--- src/rtl/gcd_lcm_pkg.sv ---
// Shared definitions for the GCD/LCM coprocessor.
// Contents: FSM state enum, opcode enum, command-word field positions and
// default operand/result widths.
package gcd_lcm_pkg;

    typedef enum logic {
        IDLE = 1'b0,
        CALC = 1'b1
    } state_t;

    typedef enum logic {
        OP_GCD = 1'b0,
        OP_LCM = 1'b1
    } op_t;

    // Command word layout: A in [7:0], B in [15:8], opcode in [16].
    localparam int A_LSB  = 0;
    localparam int B_LSB  = 8;
    localparam int OP_BIT = 16;

    localparam int OPW_DEF  = 8;
    localparam int RESW_DEF = 16;

endpackage

--- src/rtl/gcd_lcm_step.sv ---
// One iteration of the GCD (subtractive) or LCM (additive multiples) search.
// Purely combinational.
// Ports:
//   op              opcode of the running command
//   a, b            original operands
//   x, y            current working values (x/y for GCD, mx/my for LCM)
//   x_nxt, y_nxt    working values after this step
//   fin             command completes this cycle
//   fin_val         value to publish as the result when fin is high
module gcd_lcm_step
    import gcd_lcm_pkg::*;
#(
    parameter int OPW  = OPW_DEF,
    parameter int RESW = RESW_DEF
) (
    input  op_t             op,
    input  logic [OPW-1:0]  a,
    input  logic [OPW-1:0]  b,
    input  logic [RESW-1:0] x,
    input  logic [RESW-1:0] y,
    output logic [RESW-1:0] x_nxt,
    output logic [RESW-1:0] y_nxt,
    output logic            fin,
    output logic [RESW-1:0] fin_val
);

    always_comb begin
        x_nxt   = x;
        y_nxt   = y;
        fin     = 1'b0;
        fin_val = '0;

        if (a == '0 || b == '0) begin
            // Zero operand: GCD is the other operand (0 for both zero),
            // LCM is defined as 0. No iteration needed.
            fin     = 1'b1;
            fin_val = (op == OP_GCD) ? RESW'(a | b) : '0;
        end else if (x == y) begin
            fin     = 1'b1;
            fin_val = x;
        end else if (op == OP_GCD) begin
            if (x > y) x_nxt = x - y;
            else       y_nxt = y - x;
        end else begin
            // Advance whichever multiple lags behind until they meet.
            if (x < y) x_nxt = x + RESW'(a);
            else       y_nxt = y + RESW'(b);
        end
    end

endmodule

--- src/rtl/gcd_lcm_coproc.sv ---
// GCD/LCM coprocessor responding to the core's Start strobe. Captures the
// packed command word, iterates one step per clock, publishes a held result
// with a one-cycle done pulse.
// Optional feature macro: GCDLCM_ITER_COUNT_EN adds the iter_count port and
// a step counter.
// Ports:
//   clk         system clock, rising edge
//   reset_n     asynchronous active-low reset
//   start       command strobe (ignored while busy)
//   wd          command word: [7:0]=A, [15:8]=B, [16]=op (0 GCD, 1 LCM)
//   busy        command executing
//   done        one-cycle pulse when result updates
//   result      last completed result
//   rd_data     result zero-extended to 32 bits
//   iter_count  steps used by last command (GCDLCM_ITER_COUNT_EN only)
module gcd_lcm_coproc
    import gcd_lcm_pkg::*;
#(
    parameter int OPW  = OPW_DEF,
    parameter int RESW = RESW_DEF
) (
    input  logic            clk,
    input  logic            reset_n,
    input  logic            start,
    input  logic [31:0]     wd,
    output logic            busy,
    output logic            done,
    output logic [RESW-1:0] result,
    output logic [31:0]     rd_data
`ifdef GCDLCM_ITER_COUNT_EN
    ,
    output logic [15:0]     iter_count
`endif
);

    state_t          state_q, state_d;
    logic            accept;
    logic            finish;

    op_t             op_q;
    logic [OPW-1:0]  a_q, b_q;
    logic [RESW-1:0] x_q, y_q;

    logic [RESW-1:0] x_nxt, y_nxt, fin_val;
    logic            step_fin;

    // Upper command bits carry no information.
    logic            unused_wd_hi;
    assign unused_wd_hi = ^wd[31:OP_BIT+1];

    gcd_lcm_step #(
        .OPW  (OPW),
        .RESW (RESW)
    ) u_step (
        .op      (op_q),
        .a       (a_q),
        .b       (b_q),
        .x       (x_q),
        .y       (y_q),
        .x_nxt   (x_nxt),
        .y_nxt   (y_nxt),
        .fin     (step_fin),
        .fin_val (fin_val)
    );

    always_comb begin
        state_d = state_q;
        accept  = 1'b0;
        finish  = 1'b0;
        busy    = 1'b0;
        case (state_q)
            IDLE: begin
                if (start) begin
                    accept  = 1'b1;
                    state_d = CALC;
                end
            end
            CALC: begin
                busy = 1'b1;
                if (step_fin) begin
                    finish  = 1'b1;
                    state_d = IDLE;
                end
            end
            default: state_d = IDLE;
        endcase
    end

    always_ff @(posedge clk or negedge reset_n) begin
        if (!reset_n) begin
            state_q <= IDLE;
            done    <= 1'b0;
            result  <= '0;
        end else begin
            state_q <= state_d;
            done    <= finish;
            if (finish) result <= fin_val;
        end
    end

    // Working registers need no reset: they are always loaded on accept
    // before being consumed in CALC.
    always_ff @(posedge clk) begin
        if (accept) begin
            op_q <= op_t'(wd[OP_BIT]);
            a_q  <= wd[A_LSB +: OPW];
            b_q  <= wd[B_LSB +: OPW];
            x_q  <= RESW'(wd[A_LSB +: OPW]);
            y_q  <= RESW'(wd[B_LSB +: OPW]);
        end else if (state_q == CALC) begin
            x_q <= x_nxt;
            y_q <= y_nxt;
        end
    end

    assign rd_data = {{(32-RESW){1'b0}}, result};

`ifdef GCDLCM_ITER_COUNT_EN
    logic [15:0] cnt_q;

    always_ff @(posedge clk or negedge reset_n) begin
        if (!reset_n) begin
            cnt_q      <= '0;
            iter_count <= '0;
        end else begin
            if (accept)
                cnt_q <= '0;
            else if (state_q == CALC && !step_fin)
                cnt_q <= cnt_q + 16'd1;
            if (finish) iter_count <= cnt_q;
        end
    end
`endif

endmodule

--- config.mk ---
export PLATFORM = sky130hd
export DESIGN_NAME = gcd_lcm_coproc
export DESIGN_NICKNAME = d
export VERILOG_FILES = /design/src/rtl/gcd_lcm_pkg.sv /design/src/rtl/gcd_lcm_step.sv /design/src/rtl/gcd_lcm_coproc.sv
export SDC_FILE = /design/constraint.sdc
export NUM_CORES = 1
export LEC_CHECK = 0
export ABC_AREA = 1
export CAP_MARGIN = 10
export CORE_MARGIN = 1
export CORE_UTILIZATION = 45
export CTS_CLUSTER_SIZE = 28
export DETAILED_ROUTE_END_ITERATION = 8
export PLACE_DENSITY = 0.68
export SKIP_LAST_GASP = 1
export SLEW_MARGIN = 10
export SYNTH_ARGS = -nofsm -noshare
export SYNTH_HDL_FRONTEND = slang
export SYNTH_SLANG_ARGS = --single-unit
--- constraint.sdc ---
create_clock -name clk -period 3.48 [get_ports clk]
set_input_delay 0.696 -clock clk [delete_from_list [all_inputs] [get_ports clk]]
set_output_delay 0.696 -clock clk [all_outputs]
set_load 0.005 [all_outputs]
==> metrics.csv, run 1 <==
stage,metric,value,unit
outcome,status,"finished, final reports clean",
clocking,hold-fix buffers at CTS,0,
synth,Area contributors post-synth,"edfxtp_1 (18%), nand2_1 (13%), ha_1 (9.1%)",
route,Post-route DRC,0,
critical_path,crit-path cells,"inv_2, ha_1, nand2_1, nor2_1, nand2_1, nor2_1, nand2_1, nor3_4, nand2_1, nor2_1, nand2_1, a21oi_1, ha_1, nand2_1, inv_1, a21oi_1, nand2_1, a21oi_2, inv_1, nand2_1, nand2_1, nand2_1, a21oi_2",
critical_path,most used cell along the critical path,nand2_1,
critical_path,Crit. End Element,flip-flop,
finish,post-route design area,6545,um^2
placed_design,pre-CTS setup slack,195.5,ps
sta,final setup fails,0,
pwr,Peak VDD IR,0.1910,mV
finish,Ant. Diodes,0,
synth,Post-Syn Area,5657,um^2
critical_path,WP data required,3710,ps
placed_design,placed instance area,6192,um^2
route,iteration count of the initial detailed-routing pass,5,
pwr,Design Power,1.837,mW
placed_design,IO buf count,53,
clocking,clk buf depth,2,
placed_design,DP HPWL,11.47,mm
critical_path,Top Family by Delay on Critical Path,simple AND/OR/NAND/NOR gates,
clocking,CTS Buf Count,9,
route,post-DR wirelength/cell,14.46,um
finish,multi-input logic area,3314,um^2
finish,"Area growth, synth to finish",15.70,%
pwr,Pwr per Cell Area,280.7,nW/um^2
die,Cell Rows,40,
die,I/O pin count,85,
clocking,CTS tree,built,
clocking,clock-pin slew on the worst setup and hold paths,60,ps
route,ANT nets after route,0,
synth,syn_area_per_cell,7.044,um^2
synth,Cell variety after synth,45,
critical_path,Slowest cell on crit path,edfxtp_1,
finish,layout cells sized above 1,0.06832,
synth,top-area cell type share of the netlist area,0.1752,
synth,Synth Instances,803,
critical_path,WS Path Type,reg -> reg,
route,routed vias,5350,
global_route,largest net degree at the start of global routing,38,
pwr,P_leak,3.073,nW
sta,final setup margin,377.8,ps
route,DR iter-0 viols,350,
synth,ys flop type,edfxtp_1,
die,initial core utilization,0.4670,
critical_path,crit path max fanout,4,
hold_path,Hold Path Class,reg -> reg,
sta,"Slew Viols, Final",0,
critical_path,crit path DAT,3340,ps
clocking,CTS H-tree lvls,3,
synth,Yosys top cell by area,edfxtp_1,
die,core area,12110,um^2
critical_path,R2R Setup Slk,380,ps
route,final wirelength,14.70,mm
finish,register area,1762,um^2
critical_path,"slowest stage delay, CP",420,ps
synth,fraction of registers with async set or reset after synthesis,0.2687,
global_route,initial antenna violation count,0,
sta,Tcrit/Tclk final,0.8914,
synth,count of state elements after synthesis,67,
finish,fillcell total,1189,
global_route,global-route wire length before repair,24.23,mm
synth,"EDFF count, synth",33,
sta,minimum clock period,3102,ps
die,die area,13020,um^2
sta,Slew headroom,0.4973,
finish,"most common cell after layout, fill and taps aside",nand2_1,
synth,sequential area share after synthesis,0.3114,
sta,Final Hold Fails,0,
sta,final hold slack,504.7,ps
sta,clock skew,7.637,ps
critical_path,CP startpoint kind,flip-flop,
clocking,latest clock arrival within the worst-skew pair,340,ps
global_route,GRT Util Overall,0.2400,
clocking,CTS Sinks,67,
sta,Fmax,0.3223,GHz
route,DR vias/cell,5.261,
finish,final net count,923,
clocking,CTS Root Cell,clkbuf_16,
global_route,gr ovfl total,0,
sta,actual slew at the worst max-slew pin,751.7,ps
run,Max Cap Viol,0,
critical_path,"Buf+Inv Stages, Crit Path",3,
synth,Synth warnings,0,
die,width of the die,114.1,um
placed_design,RePlAce Congestion,0.9147,
die,Die Y,114.1,um
finish,most used cells in the layout excluding fill and tap cells,"nand2_1 (203), nor2_1 (94), inv_1 (83), o21ai_0 (56), clkdlybuf4s50_1 (53)",
global_route,vias in the first global route,5112,
-- per-layer routing --
layer,GRT usage,vias to the layer above,share of wire
met3,0.03176,24,0.064
met5,0,-,0
li1,-,2708,-
met4,0.1039,0,0.024
met1,0.3112,2407,0.45
met2,0.4016,211,0.46
-- tightest hold or removal path, cell delays in order, from the launching register on --
cell and delay, ps:
dfxtp_1 320, nand2_1 90, a21oi_2 50
-- through the flow --
step                TNS (ps)  std cells  utilization
global placement           0        999       0.5113
finish                     0       1017       0.5404
floorplan                  0        818            -
detailed placement         0        999       0.5113
global route          -4.359       1017       0.5404
CTS                        0       1015       0.5379
-- state kept, by name, summed over array words and instances, names as in the netlist --
register  flops
result       16
x_q          16
y_q          16
a_q           8
b_q           8
done          1
op_q          1
state_q       1
-- cell usage after synthesis, types with 8 or more instances --
master	n
ha_1	41
o21ai_0	56
o211ai_1	9
a31oi_1	11
a21oi_1	49
dfxtp_1	16
buf_4	32
edfxtp_1	33
dfrtp_1	18
xor2_1	10
nand2_1	203
nor3_1	10
nor2_1	94
nand3_1	48
clkbuf_1	8
inv_1	85
-- layout make-up --
| type | instances | share of cell area |
|---|---|---|
| clock buffer | 11 | 0.04034 |
| clock inverter | 5 | 0.008985 |
| inverter | 91 | 0.05276 |
| multi-input combinational | 614 | 0.5064 |
| sequential | 67 | 0.2692 |
| tap | 168 | 0.03212 |
| timing repair buffer | 61 | 0.09023 |
-- power by group --
| group | internal, mW | leakage (nW) | total [mW] | switching (mW) |
|---|---|---|---|---|
| combinational | 0.0187 | 2.23 | 0.0318 | 0.0132 |
| sequential | 0.826 | 0.690 | 0.826 | 0 |
| clock | 0.618 | 0.155 | 0.979 | 0.361 |
-- cells by family (layout without fill, tap and decap cells) --
group,after synthesis,after routing,synth area share
simple gates,382,382,0.2904
compound gates,158,158,0.1593
buf+inv,137,168,0.1152
flops,67,67,0.3114
fa+ha+maj,44,44,0.1013
xor+xnor,14,14,0.02168
other cells,1,16,0.0006629
-- repair_timing --
item                                    4_1_cts  5_1_grt
endpoints found under the setup margin        0        2
setup buffers                                 0        2
resized for setup                             0        5
-- worst paths after layout --
check,startpoint,endpoint,cells past startpoint
setup / recovery,x_q[0],y_q[15],23
hold / removal,y_q[15],y_q[15],2
setup reg to reg,x_q[0],y_q[15],23
hold reg to reg,y_q[15],y_q[15],2
max in group asynchronous,reset_n,result[10],1
min in group asynchronous,reset_n,result[1],1
No activity file was read; power rests on OpenSTA's default activity.
==> run 2, diff against run 1 <==
--- a/config.mk
+++ b/config.mk
@@ -11,7 +11,7 @@
 export CORE_UTILIZATION = 45
 export CTS_CLUSTER_SIZE = 28
 export DETAILED_ROUTE_END_ITERATION = 8
-export PLACE_DENSITY = 0.68
+export PLACE_DENSITY = 0.71
 export SKIP_LAST_GASP = 1
 export SLEW_MARGIN = 10
 export SYNTH_ARGS = -nofsm -noshare
==> constraint.sdc (replaced) <==
create_clock -name clk -period 2.8 [get_ports clk]
set_input_delay 0.56 -clock clk [delete_from_list [all_inputs] [get_ports clk]]
set_output_delay 0.56 -clock clk [all_outputs]
set_load 0.005 [all_outputs]
==> metrics.csv, run 2 (synthesis gave the netlist of run 1 again) <==
stage,metric,value,unit
pwr,Peak VDD IR,0.2814,mV
global_route,vias in the first global route,5162,
sta,minimum clock period,2983,ps
sta,Fmax,0.3353,GHz
die,Cell Rows,40,
finish,final net count,965,
sta,"Slew Viols, Final",0,
critical_path,WP data required,3020,ps
global_route,largest net degree at the start of global routing,29,
route,DR iter-0 viols,322,
pwr,Design Power,2.203,mW
placed_design,DP HPWL,11.49,mm
finish,"Area growth, synth to finish",26.34,%
critical_path,crit path max fanout,3,
critical_path,R2R Setup Slk,-180,ps
finish,Ant. Diodes,0,
global_route,gr ovfl total,0,
sta,Final Hold Fails,0,
clocking,CTS Root Cell,clkbuf_16,
die,die area,13020,um^2
finish,Final Util,0.5901,
clocking,CTS H-tree lvls,3,
pwr,Pwr per Cell Area,308.2,nW/um^2
die,core area,12110,um^2
clocking,CTS Buf Count,9,
placed_design,placed instance area,6435,um^2
finish,"most common cell after layout, fill and taps aside",nand2_1,
critical_path,crit path DAT,3210,ps
global_route,GRT Util Overall,0.2428,
clocking,clock-pin slew on the worst setup and hold paths,60,ps
clocking,clk buf depth,2,
die,Die Y,114.1,um
pwr,P_leak,3.300,nW
global_route,initial antenna violation count,0,
outcome,failing checks,negative setup slack,
run,Max Cap Viol,0,
sta,Slew headroom,0.5066,
sta,Tcrit/Tclk final,1.065,
hold_path,Hold Path Class,reg -> reg,
route,Post-route DRC,0,
die,initial core utilization,0.4670,
sta,final setup margin,-182.7,ps
die,I/O pin count,85,
critical_path,WS Path Type,reg -> reg,
route,iteration count of the initial detailed-routing pass,5,
finish,most used cells in the layout excluding fill and tap cells,"nand2_1 (180), nor2_1 (87), inv_1 (81), clkdlybuf4s50_1 (53), o21ai_0 (47)",
sta,clock skew,10.23,ps
placed_design,RePlAce Congestion,0.9399,
route,ANT nets after route,0,
die,width of the die,114.1,um
sta,final hold slack,480.6,ps
route,post-DR wirelength/cell,14.24,um
clocking,latest clock arrival within the worst-skew pair,350,ps
clocking,CTS tree,built,
finish,post-route design area,7147,um^2
critical_path,Crit. End Element,flip-flop,
outcome,status,"finished, violations left",
clocking,CTS Sinks,67,
sta,actual slew at the worst max-slew pin,737.7,ps
sta,unrepaired setup endpoints after global routing,true,
route,routed vias,5571,
sta,setup TNS,-544.3,ps
finish,largest registers,"result x16, x_q x16, y_q x16",
route,DR vias/cell,5.261,
finish,layout cells sized above 1,0.1773,
route,final wirelength,15.08,mm
critical_path,CP startpoint kind,flip-flop,
clocking,hold-fix buffers at CTS,0,
sta,final setup fails,4,
placed_design,IO buf count,53,
global_route,global-route wire length before repair,24.38,mm
run 2: timing repair:
item,4_1_cts,5_1_grt
gates cloned,0,0
pin swaps,4,49
endpoints found under the setup margin,3,28
setup buffers,3,13
gates resized for setup,4,83
run 2: worst max-delay path: stages (launching register included):
cell	delay (ps)
edfxtp_1	400
inv_2	100
ha_4	140
nand2_2	50
nor2_1	100
nand2_1	90
nor2_2	120
nand2_2	90
nor3_4	240
nand2_2	110
inv_2	90
a21oi_2	50
nor3_2	150
ha_1	280
a21o_1	220
a21oi_2	130
nand2_1	70
a21oi_2	140
inv_1	60
nand2_1	50
nand2_1	50
nand2_1	60
a21oi_2	50
run 2: through the flow:
stage | cells | worst slack (ps)
2_1_floorplan | 818 | 32.89
3_3_place_gp | 1029 | -130.3
3_5_place_dp | 1029 | -186.8
4_1_cts | 1048 | -107.8
5_1_grt | 1059 | -438.7
6_report | 1059 | -182.7
run 2: worst paths after layout:
| kind | depth (start not counted) | to | startpoint |
|---|---|---|---|
| max | 22 | y_q[15] | x_q[1] |
| min | 2 | y_q[15] | y_q[15] |
| max reg2reg | 22 | y_q[15] | x_q[1] |
| min reg2reg | 2 | y_q[15] | y_q[15] |
| max in group asynchronous | 1 | result[10] | reset_n |
| min in group asynchronous | 1 | done | reset_n |
run 2: layout make-up:
type / instances / area (um^2)
timing repair buffer: 103 / 938.4
clock buffer: 11 / 232.7
inverter: 91 / 345.3
fill: 1126 / 4965
multi-input combinational: 614 / 3605
sequential: 67 / 1762
tap: 168 / 210.2
clock inverter: 5 / 53.80
run 2: layer usage:
layer	global-route usage	wire, um
met1	0.3264	7040
met2	0.3871	6636
met3	0.02965	918
met4	0.1195	485
met5	0	0
run 2: power breakdown:
part,internal [mW],leakage [nW],switching (mW)
Sequential,1.03,0.690,0
Clock,0.685,0.133,0.449
Combinational,0.0233,2.48,0.0175
Total,1.74,3.30,0.467
==> run 3, diff against run 2 <==
--- a/config.mk
+++ b/config.mk
@@ -7,7 +7,6 @@
 export LEC_CHECK = 0
 export ABC_AREA = 1
 export CAP_MARGIN = 10
-export CORE_MARGIN = 1
 export CORE_UTILIZATION = 45
 export CTS_CLUSTER_SIZE = 28
 export DETAILED_ROUTE_END_ITERATION = 8
==> results of run 3 <==
Final layout, timing and power as in run 2 (identical DEF).
